`config.mk`:
```
export PLATFORM = sky130hd
export DESIGN_NAME = map_table
export DESIGN_NICKNAME = d
export VERILOG_FILES = /design/src/rtl/map_table_pkg.sv /design/src/rtl/map_table.sv
export SDC_FILE = /design/constraint.sdc
export NUM_CORES = 1
export LEC_CHECK = 0
export ABC_AREA = 1
export CAP_MARGIN = 40
export CORE_MARGIN = 3
export CORE_UTILIZATION = 35
export CTS_CLUSTER_SIZE = 28
export DETAILED_ROUTE_END_ITERATION = 10
export SLEW_MARGIN = 20
export SYNTH_ARGS = -nofsm -noshare
export SYNTH_HDL_FRONTEND = slang
export SYNTH_SLANG_ARGS = --single-unit
```
`constraint.sdc`:
```
create_clock -name clock -period 2.1 [get_ports clock]
set_clock_uncertainty 0.2 [all_clocks]
set_input_delay 0.21 -clock clock [delete_from_list [all_inputs] [get_ports clock]]
set_output_delay 0.21 -clock clock [all_outputs]
set_load 0.005 [all_outputs]
```
`src/rtl/map_table_pkg.sv`:
```
// Shared constants, map-entry type and the per-entry update rule used by both
// the live rename table and its branch snapshot.
package map_table_pkg;

  localparam int NUM_PR   = 64;
  localparam int NUM_ARCH = 32;
  localparam int TAG_W    = $clog2(NUM_PR);
  localparam int ARCH_W   = $clog2(NUM_ARCH);

  localparam logic [ARCH_W-1:0] ZERO_REG = 5'd31;
  localparam logic [TAG_W-1:0]  ZERO_PR  = 6'd31;

  typedef struct packed {
    logic [TAG_W-1:0] tag;
    logic             ready;
  } map_entry_t;

  // CDB wakeup first, then an optional dispatch write that overrides it.
  // The zero register is pinned to its fixed mapping.
  function automatic map_entry_t next_entry(
    input map_entry_t        cur,
    input logic [ARCH_W-1:0] idx,
    input logic              cdb_valid,
    input logic [TAG_W-1:0]  cdb_tag,
    input logic              wr_en,
    input logic [ARCH_W-1:0] wr_idx,
    input logic [TAG_W-1:0]  wr_tag
  );
    map_entry_t nxt;
    nxt = cur;
    if (cdb_valid && (cur.tag == cdb_tag)) nxt.ready = 1'b1;
    if (wr_en && (wr_idx == idx)) begin
      nxt.tag   = wr_tag;
      nxt.ready = 1'b0;
    end
    if (idx == ZERO_REG) begin
      nxt.tag   = ZERO_PR;
      nxt.ready = 1'b1;
    end
    return nxt;
  endfunction

endpackage

```
`src/rtl/map_table.sv`:
```
// Register rename map table: 32 arch->phys mappings with ready bits, one
// branch snapshot, CDB wakeup and single-cycle rollback.
module map_table
  import map_table_pkg::*;
(
  input  logic              clock,
  input  logic              reset,
  input  logic              dispatch_en,
  input  logic [ARCH_W-1:0] dest_idx,
  input  logic [ARCH_W-1:0] rega_idx,
  input  logic [ARCH_W-1:0] regb_idx,
  input  logic [TAG_W-1:0]  T_idx,
  input  logic              CDB_valid,
  input  logic [TAG_W-1:0]  CDB_T_idx,
  input  logic              checkpoint_en,
  input  logic              rollback_en,
  output logic [TAG_W-1:0]  T_old_idx,
  output logic [TAG_W-1:0]  T1_idx,
  output logic [TAG_W-1:0]  T2_idx,
  output logic              T1_ready,
  output logic              T2_ready
);

  map_entry_t r_table [NUM_ARCH];
  map_entry_t r_snap  [NUM_ARCH];

  map_entry_t w_table_upd  [NUM_ARCH];
  map_entry_t w_snap_upd   [NUM_ARCH];
  map_entry_t w_table_next [NUM_ARCH];
  map_entry_t w_snap_next  [NUM_ARCH];

  logic w_disp_wr;
  logic w_take_ckpt;

  assign w_disp_wr   = dispatch_en && !rollback_en && (dest_idx != ZERO_REG);
  assign w_take_ckpt = checkpoint_en && !rollback_en;

  generate
    for (genvar gi = 0; gi < NUM_ARCH; gi++) begin : g_entry
      assign w_table_upd[gi] = next_entry(r_table[gi], ARCH_W'(gi), CDB_valid, CDB_T_idx,
                                          w_disp_wr, dest_idx, T_idx);
      // The snapshot only ever sees CDB wakeups while held.
      assign w_snap_upd[gi]  = next_entry(r_snap[gi], ARCH_W'(gi), CDB_valid, CDB_T_idx,
                                          1'b0, dest_idx, T_idx);

      assign w_table_next[gi] = rollback_en ? w_snap_upd[gi] : w_table_upd[gi];
      assign w_snap_next[gi]  = w_take_ckpt ? w_table_upd[gi] : w_snap_upd[gi];

      always_ff @(posedge clock) begin
        if (reset) begin
          r_table[gi] <= '{tag: TAG_W'(gi), ready: 1'b1};
          r_snap[gi]  <= '{tag: TAG_W'(gi), ready: 1'b1};
        end else begin
          r_table[gi] <= w_table_next[gi];
          r_snap[gi]  <= w_snap_next[gi];
        end
      end
    end
  endgenerate

  // Reads come from the current table so a source never sees its own dest write.
  assign T_old_idx = (dest_idx == ZERO_REG) ? ZERO_PR : r_table[dest_idx].tag;
  assign T1_idx    = r_table[rega_idx].tag;
  assign T2_idx    = r_table[regb_idx].tag;
  assign T1_ready  = r_table[rega_idx].ready || (CDB_valid && (CDB_T_idx == T1_idx));
  assign T2_ready  = r_table[regb_idx].ready || (CDB_valid && (CDB_T_idx == T2_idx));

endmodule

```
## Yosys cells after proc, flatten, opt, wreduce, memory -nomap -nowiden

Memories as Yosys holds them, arrays and structs flattened.
Index checks and enable logic that the tools add are counted.

| operators by class | value |
|---|---|
| reductions and logical operators | 102 |
| eq/ne operators | 96 |
| $lt $le $gt $ge | 0 |
| bitwise operators | 64 |
| div/mod/pow operators | 0 |
| shifts and indexed selects | 0 |
| multipliers | 0 |
| multiplexer cells | 223 |
| add/sub/neg operators | 0 |

Operators by type and width:

| operator | number |
|---|---|
| two-way mux 7 bit | 157 |
| equality test 6 bit | 64 |
| logical AND 1 bit | 98 |
| equality test 5 bit, second input constant | 16 |
| two-way mux 1 bit | 65 |
| OR 1 bit | 64 |
| equality test 5 x 4 -> 1 bit, second input constant | 8 |
| equality test 5 x 3 -> 1 bit, second input constant | 4 |
| equality test 5 x 2 -> 1 bit, second input constant | 2 |
| two-way mux 6 bit | 1 |
| equality test 5 x 1 -> 1 bit, second input constant | 1 |
| zero test 5 bit | 1 |
| != test 5 bit, second input constant | 1 |
| logical OR 1 bit | 2 |
| zero test 1 bit | 1 |

| storage, ports and cells | value |
|---|---|
| bits in latches | 0 |
| memory bits (writable) | 448 |
| memories | 2 |
| bits of input ports | 33 |
| output and inout port bits | 20 |
| flip-flop bits (word level) | 0 |
| ROM bits | 0 |

Memories:

| memory | depth | width | read ports | clocked after memory_dff | write ports | line | source |
|---|---|---|---|---|---|---|---|
| r_snap | 32 | 7 | 31 | 0 | 32 | map_table.sv:25 | `map_entry_t r_snap [NUM_ARCH];` |
| r_table | 32 | 7 | 34 | 0 | 32 | map_table.sv:24 | `map_entry_t r_table [NUM_ARCH];` |

## Depth between registers and ports, before layout

Gate-level depths: netlist of the first run.

| depth | value |
|---|---|
| word-level depth | 7 |
| mapped depth | 18 |
| depth with buffers taken out | 16 |

## Least setup slack after synthesis of the first run

Ideal clock, no wire load.

| timing | value |
|---|---|
| kind | input to output |
| start | in rega_idx[0] |
| end | out T1_ready |
| arrival | 1.485 ns |
| buffers on the path | 3 |
| path slack | 0.205 ns |
| stages | 14 |
| path through | buf_2 buf_4 buf_2 o211ai_1 nand3_1 nand2_1 nand2_1 nand3_1 nand2_1 nand2_1 nand3_1 nor2_1 nand2_1 nand2_1 |

| on the way | value |
|---|---|
| cells in the longest elaborated chain, start to end | 4 |

RTL lines:

| element | line | source |
|---|---|---|
| start, declared | map_table.sv:10 | `input logic [ARCH_W-1:0] rega_idx,` |
| memory (32 x 7 bit) | n/a |  |
| via T1_idx[3] | map_table.sv:18 | `output logic [TAG_W-1:0] T1_idx,` |
| equality test 6 bit | map_table.sv:65 | `assign T1_ready = r_table[rega_idx].ready \|\| (CDB_valid && (CDB_T_idx == T1_idx));` |
| logical AND 1 bit | map_table.sv:65 |  |
| logical OR 1 bit | map_table.sv:65 |  |
| end, declared | map_table.sv:20 | `output logic T1_ready,` |

The timed path passes the listed nets, and every way through them passes these cells.

==> out/metrics.json, run 1 <==
{
  "status": {
    "violations": "setup timing",
    "run_status": "finished with violations"
  },
  "floorplanning": {
    "core-area_sq_um": 82400,
    "die_height_um": 295,
    "die_area_sq_um": 87000,
    "boundaryPins": 53,
    "rows": 105,
    "initial_core_utilization": 0.355,
    "floorplan.die.width_um": 295
  },
  "job": {
    "maxCapViolations": 0
  },
  "pwr": {
    "static_leakage_power_nw": 19.6,
    "vdd_drop_max_uv": 622,
    "net-switching-power_mw": 8.50,
    "clockPowerShare": 0.374,
    "net_switching_fraction_of_the_power": 0.328,
    "internal_power_mw": 17.4,
    "p_comb_frac": 0.270,
    "power_frac_seq": 0.356,
    "power_per_cell_area_nw_per_um2": 656
  },
  "sta": {
    "setup_violations": 20,
    "hold_viol": 0,
    "finalCriticalPeriod_ns": 2.79,
    "maxSlewViolCount": 0,
    "max_clock_freq_mhz": 358,
    "final.period_utilization": 1.33,
    "worst_slew_pin_slew_ns": 0.801,
    "grt_setup_unrepaired": "true",
    "worst_slack_ns": -0.693,
    "final_layout_setup_total_negative_slack_ns": -6.97,
    "slew_headroom": 0.466,
    "hold-worst-slack_ns": 0.148
  },
  "yosys": {
    "top_flip_flop_cell_by_instance_count_after_synthesis": "dfxtp_1",
    "syn_area_per_cell_sq_um": 6.15,
    "post_synth_most_frequent_cells": "1289 x nand2_1, 621 x inv_1, 434 x dfxtp_1",
    "number_of_enable_type_register_cells_in_the_synthesized_netlist": 0,
    "post_synth_inst_count": 4749,
    "synth.ff_latch_count": 434,
    "synth_cell_type_count": 45,
    "ys.warnings.count": 0,
    "async_reset_ff_frac": 0,
    "net_count_after_synthesis": 4782,
    "synth_area_sq_um": 29200,
    "synth_largest_type_area_fraction": 0.297,
    "synth.area.top_cells": "dfxtp_1 30%, nand2_1 17%, inv_1 8.0%, a21oi_1 6.4%, nand3_1 6.3%",
    "ys_seq_area_frac": 0.297,
    "synth_most_common_cell": "nand2_1",
    "synth_top_cell_by_area": "dfxtp_1"
  },
  "clock_network": {
    "clk_root_buffer_cell": "clkbuf_16",
    "cts.clk_slew.worst_paths_ns": 0.06,
    "cts.htree.levels": 2,
    "cts.path.max_buffers": 3,
    "cts_buffers": 50,
    "numClockSinks": 434,
    "clkLatencyLatePin_ns": 0.63,
    "cts_tree": "done"
  },
  "critical_path": {
    "critical_path.max_fanout": 2,
    "crit_slowest_cell": "dfxtp_2",
    "type_of_the_worst_setup_path": "reg2out",
    "worst_ep_required_time_ns": 1.69,
    "critical_path.n_buffers_inverters": 4,
    "cpMostUsedCell": "nand2_1",
    "end_kind": "primary output",
    "cp_top_family": "simple AND/OR/NAND/NOR gates",
    "path_cells": "inv_4, buf_6, nor2_4, nor2_2, nor2_2, nor2_1, nand2_1, nand2_1, nand2_1, nand3_1, nand2_1, inv_1, nand2_1, nor2_1, nand2_1, nand2_2, buf_6",
    "crit_arrival_ns": 2.38,
    "worst_setup_path_start_kind": "flip-flop",
    "reg2reg_depth": 7,
    "cell_count_along_the_critical_path": 17,
    "critical_path.max_stage_delay_ns": 0.34
  },
  "route": {
    "per_cell_routed_wire_length_um": 22.5,
    "detail_route.iter0.violations": 3877,
    "drt_pass1_iterations": 7,
    "detail_route.drc_violations": 0,
    "routed-via-count": 35600,
    "viasPerCell": 5.64,
    "drtAntennaViolNets": 0,
    "finalWirelength_um": 142000
  },
  "placement": {
    "gpl.final_weighted_congestion": 1.06,
    "port-buffer-count": 52,
    "detailedPlacementHpwl_um": 103000,
    "place_worst_setup_slack_ns": -1.33,
    "post_dp_cell_area_sq_um": 35500
  },
  "grt": {
    "grt_use_total": 0.315,
    "via_count_of_the_first_global_routing_pass": 32400,
    "remaining_overflow_grt": 0,
    "grt_start_max_net_pins": 152,
    "antenna_found_initial": 1,
    "grt_pass1_wl_um": 209000
  },
  "final_layout": {
    "insertedDiodeCount": 0,
    "area.growth.synth_to_final_pct": 35.4,
    "post-route-cell-area_sq_um": 39500,
    "finalCoreUtilization": 0.480,
    "final_layout_size_suffix_gt1_frac": 0.263,
    "layout.nets": 5237
  },
  "worst_hold_path": {
    "timing.hold.worst_path_depth": 7,
    "hold_path_class": "in2reg"
  }
}
## power groups by stage
stage | clock (mW) | sequential (mW) | combinational, mW
after floorplan | 0 | 9.24 | 3.31
after global placement | 0 | 9.36 | 6.24
after detailed placement | 0 | 9.36 | 6.26
after CTS | 9.82 | 9.22 | 6.55
after global routing | 10.1 | 9.28 | 7.50
final | 9.70 | 9.25 | 7.00
## timing repair
item / 4_1_cts / 5_1_grt
endpoints found under the hold margin: 22 / 0
hold buffers: 2 / 0
setup endpoints to repair: 353 / 101
setup buffers: 24 / 31
pin swaps: 102 / 135
gates resized for setup: 490 / 346
## final cells by class
cell class / count / area, sq um
multi-input combinational: 3299 / 17700
clock buffer: 68 / 1430
clock inverter: 22 / 368
tap: 1070 / 1340
fill: 8345 / 42800
timing repair buffer: 788 / 7320
inverter: 631 / 2440
sequential: 434 / 8940
## layer usage
layer / part of all wire / vias to the layer above / GRT usage
met4: 0.048 / 2 / 0.134
met5: 0.000092 / - / 0
met3: 0.096 / 384 / 0.0471
met2: 0.43 / 1882 / 0.488
li1: - / 16700 / -
met1: 0.42 / 16600 / 0.434
## cell usage in the layout, fill, tap and decap left out, types with 19 or more instances in the layout
master        n
a21oi_1     360
a221oi_1     29
buf_12       83
buf_4       585
buf_6        86
clkbuf_16    50
dfxtp_1     303
dfxtp_2      94
dfxtp_4      37
inv_1       519
inv_2        82
inv_4        23
nand2_1    1221
nand2_2      57
nand2_4      28
nand3_1     277
nand3_2      88
nand4_1      45
nor2_1       91
nor4_1       19
o2111ai_1    32
o211ai_1    150
o21ai_0     294
o21ai_1     223
o21ai_2      24
o221ai_1     21
o22ai_1     111
o41ai_1      19
xnor2_1      46
xor2_1       22
## worst paths after layout
kind                                      from              to  slack, ns
worst min register to register   r_snap[1][87]  r_table[28][3]       0.32
worst min-delay path              CDB_T_idx[3]    r_snap[0][0]       0.15
worst max-delay path            r_table[28][2]        T1_ready      -0.69
worst max register to register   r_table[0][6]   r_table[0][0]       0.26
## metrics by stage
step | std cells | power [mW]
finish | 6312 | 25.9
floorplan | 4749 | 12.5
global route | 6312 | 26.9
CTS | 6297 | 25.6
detailed placement | 6186 | 15.6
global placement | 6186 | 15.6
## worst register-to-register path: cells and delay by family (launching register included)
| family | cells | cell delay (ns) |
|---|---|---|
| DFF | 1 | 0.38 |
| and+or+nand+nor | 3 | 0.33 |
| AOI/OAI and AO/OA | 2 | 0.60 |
| buffers and inverters | 2 | 0.27 |
## kinds of logic after synthesis
group	count (synthesis)	synth area share
xor+xnor	68	0.0204
buf+inv	1016	0.142
simple gates	1867	0.268
compound gates	1364	0.272
flops	434	0.297
## state kept, by name (all words and copies together) (netlist names)
name / cells
r_table: 217
r_snap: 217
No activity file was read; power rests on OpenSTA's default activity.
==> run 2: changes to the inputs <==
--- a/config.mk
+++ b/config.mk
@@ -9,6 +9,7 @@
 export CAP_MARGIN = 40
 export CORE_MARGIN = 3
 export CORE_UTILIZATION = 35
+export CTS_BUF_LIST = sky130_fd_sc_hd__clkbuf_8
 export CTS_CLUSTER_SIZE = 28
 export DETAILED_ROUTE_END_ITERATION = 10
 export SLEW_MARGIN = 20
==> run 2 against run 1 <==
Compared with the run above:
- the run still ends with setup timing left
- sequential cell count unchanged
- utilization down 0.53 points
- final area down 1.1%
- clock-buffer cell count up 31
- fmax down 2.4%
- global-route usage up 0.19 points
- die area unchanged
- non-clock buffer count down 5
- final cell count up 0.68%
- via count up 0.75%
- worst hold slack worse by 0.081 ns
- largest cell class unchanged
==> out/metrics.json, run 2 (same netlist as run 1, synthesis figures left out) <==
{
  "route": {
    "drtAntennaViolNets": 0,
    "routed-via-count": 35900,
    "detail_route.iter0.violations": 4172,
    "detail_route.drc_violations": 0,
    "per_cell_routed_wire_length_um": 22.3,
    "viasPerCell": 5.64,
    "finalWirelength_um": 142000,
    "drt_pass1_iterations": 7
  },
  "sta": {
    "grt_setup_unrepaired": "true",
    "max_clock_freq_mhz": 350,
    "worst_slew_pin_slew_ns": 0.793,
    "setup_violations": 20,
    "finalCriticalPeriod_ns": 2.86,
    "slew_headroom": 0.471,
    "hold_viol": 0,
    "maxSlewViolCount": 0,
    "worst_slack_ns": -0.761,
    "final.period_utilization": 1.36
  },
  "grt": {
    "grt_pass1_wl_um": 210000,
    "grt_start_max_net_pins": 152,
    "grt_use_total": 0.316,
    "remaining_overflow_grt": 0,
    "antenna_found_initial": 2,
    "via_count_of_the_first_global_routing_pass": 32700
  },
  "clock_network": {
    "cts.htree.levels": 3,
    "clk_root_buffer_cell": "clkbuf_8",
    "cts_buffers": 80,
    "cts.clk_slew.worst_paths_ns": 0.06,
    "clkLatencyLatePin_ns": 0.71,
    "cts.path.max_buffers": 3,
    "numClockSinks": 434,
    "cts_tree": "done"
  },
  "critical_path": {
    "crit_arrival_ns": 2.45,
    "worst_ep_required_time_ns": 1.69,
    "end_kind": "primary output",
    "worst_setup_path_start_kind": "flip-flop",
    "type_of_the_worst_setup_path": "reg2out",
    "critical_path.max_fanout": 2
  },
  "floorplanning": {
    "rows": 105,
    "core-area_sq_um": 82400,
    "die_height_um": 295,
    "die_area_sq_um": 87000,
    "initial_core_utilization": 0.355,
    "floorplan.die.width_um": 295,
    "boundaryPins": 53
  },
  "final_layout": {
    "post-route-cell-area_sq_um": 39100,
    "layout.filler_cells": 8441,
    "final_layout_size_suffix_gt1_frac": 0.265,
    "finalCoreUtilization": 0.475,
    "layout.cells.most_common": "nand2_1",
    "largestRegisters": "r_snap (217), r_table (217)",
    "layout.nets": 5262,
    "top_library_cells_by_usage_in_the_layout_fill_and_taps_aside": "1218 x nand2_1, 589 x buf_4, 535 x inv_1",
    "area.growth.synth_to_final_pct": 33.9
  },
  "status": {
    "run_status": "finished with violations",
    "violations": "setup timing"
  },
  "placement": {
    "detailedPlacementHpwl_um": 103000,
    "port-buffer-count": 52,
    "gpl.final_weighted_congestion": 1.06,
    "post_dp_cell_area_sq_um": 35500
  },
  "pwr": {
    "power_per_cell_area_nw_per_um2": 631,
    "vdd_drop_max_uv": 336,
    "static_leakage_power_nw": 19.5,
    "power_mw": 24.7
  },
  "job": {
    "maxCapViolations": 0
  },
  "worst_hold_path": {
    "hold_path_class": "in2reg"
  }
}
==> run 2: path summary, 6_finish.rpt <==
path               endpoint  slack [ns]  cells after the start           start
max                T1_ready       -0.76                     16  r_table[27][5]
min           r_table[3][0]        0.07                      7    CDB_T_idx[4]
max reg2reg  r_table[30][0]        0.16                     11  r_table[30][2]
min reg2reg  r_table[29][1]        0.32                      2   r_snap[1][92]
==> run 2: through the flow <==
stage / std cells / hold WS (ns) / worst slack, ns / TNS (ns)
2_1_floorplan: 4749 / 0.279 / 0.205 / 0
3_3_place_gp: 6186 / 0.299 / -1.34 / -313.72
3_5_place_dp: 6186 / 0.304 / -1.33 / -317.10
4_1_cts: 6340 / 0.0146 / -0.760 / -9.55
5_1_grt: 6355 / 0.0819 / -0.898 / -10.10
6_report: 6355 / 0.0671 / -0.761 / -8.75
==> run 2: what timing repair did <==
action	CTS	global route
hold endpoints to repair	43	0
pin swaps	119	104
endpoints found under the setup margin	170	30
hold buffers	2	0
resized for setup	538	253
setup buffers	25	21
==> run 2: critical path, stage by stage (launching register included) <==
cell     delay, ns
dfxtp_2       0.35
inv_1         0.06
nand2_1       0.05
nand3_1       0.10
nand2_1       0.11
nand2_1       0.06
nand2_1       0.12
nand3_2       0.12
buf_6         0.13
nand3_1       0.06
nand2_1       0.05
inv_1         0.04
nand2_1       0.04
nor2_1        0.08
nand2_1       0.10
nand2_2       0.14
buf_6         0.12
==> run 2: routing by layer <==
layer | track usage | vias to the layer above | routed length [um] | share of wire
met5 | 0 | - | 13 | 0.000092
met4 | 0.134 | 2 | 6360 | 0.045
met3 | 0.0469 | 358 | 13400 | 0.094
met2 | 0.489 | 1959 | 61100 | 0.43
met1 | 0.438 | 16800 | 60900 | 0.43
li1 | - | 16800 | - | -
==> run 2: area by class of cell <==
class	instances	area (sq um)	share of cell area
repair buffers	783	7220	0.185
flip-flops and latches	434	8940	0.229
well taps	1070	1340	0.0342
clock inverters	38	265	0.00678
diodes	1	2.50	0.0000640
inverters	631	2420	0.0620
clock buffers	99	1360	0.0348
multi-input cells	3299	17500	0.449
==> run 2: where the power goes <==
| group | switching, mW | total, mW | internal (mW) |
|---|---|---|---|
| Sequential | 0.465 | 9.26 | 8.79 |
| Clock | 3.88 | 8.49 | 4.61 |
| Combinational | 4.18 | 6.94 | 2.76 |
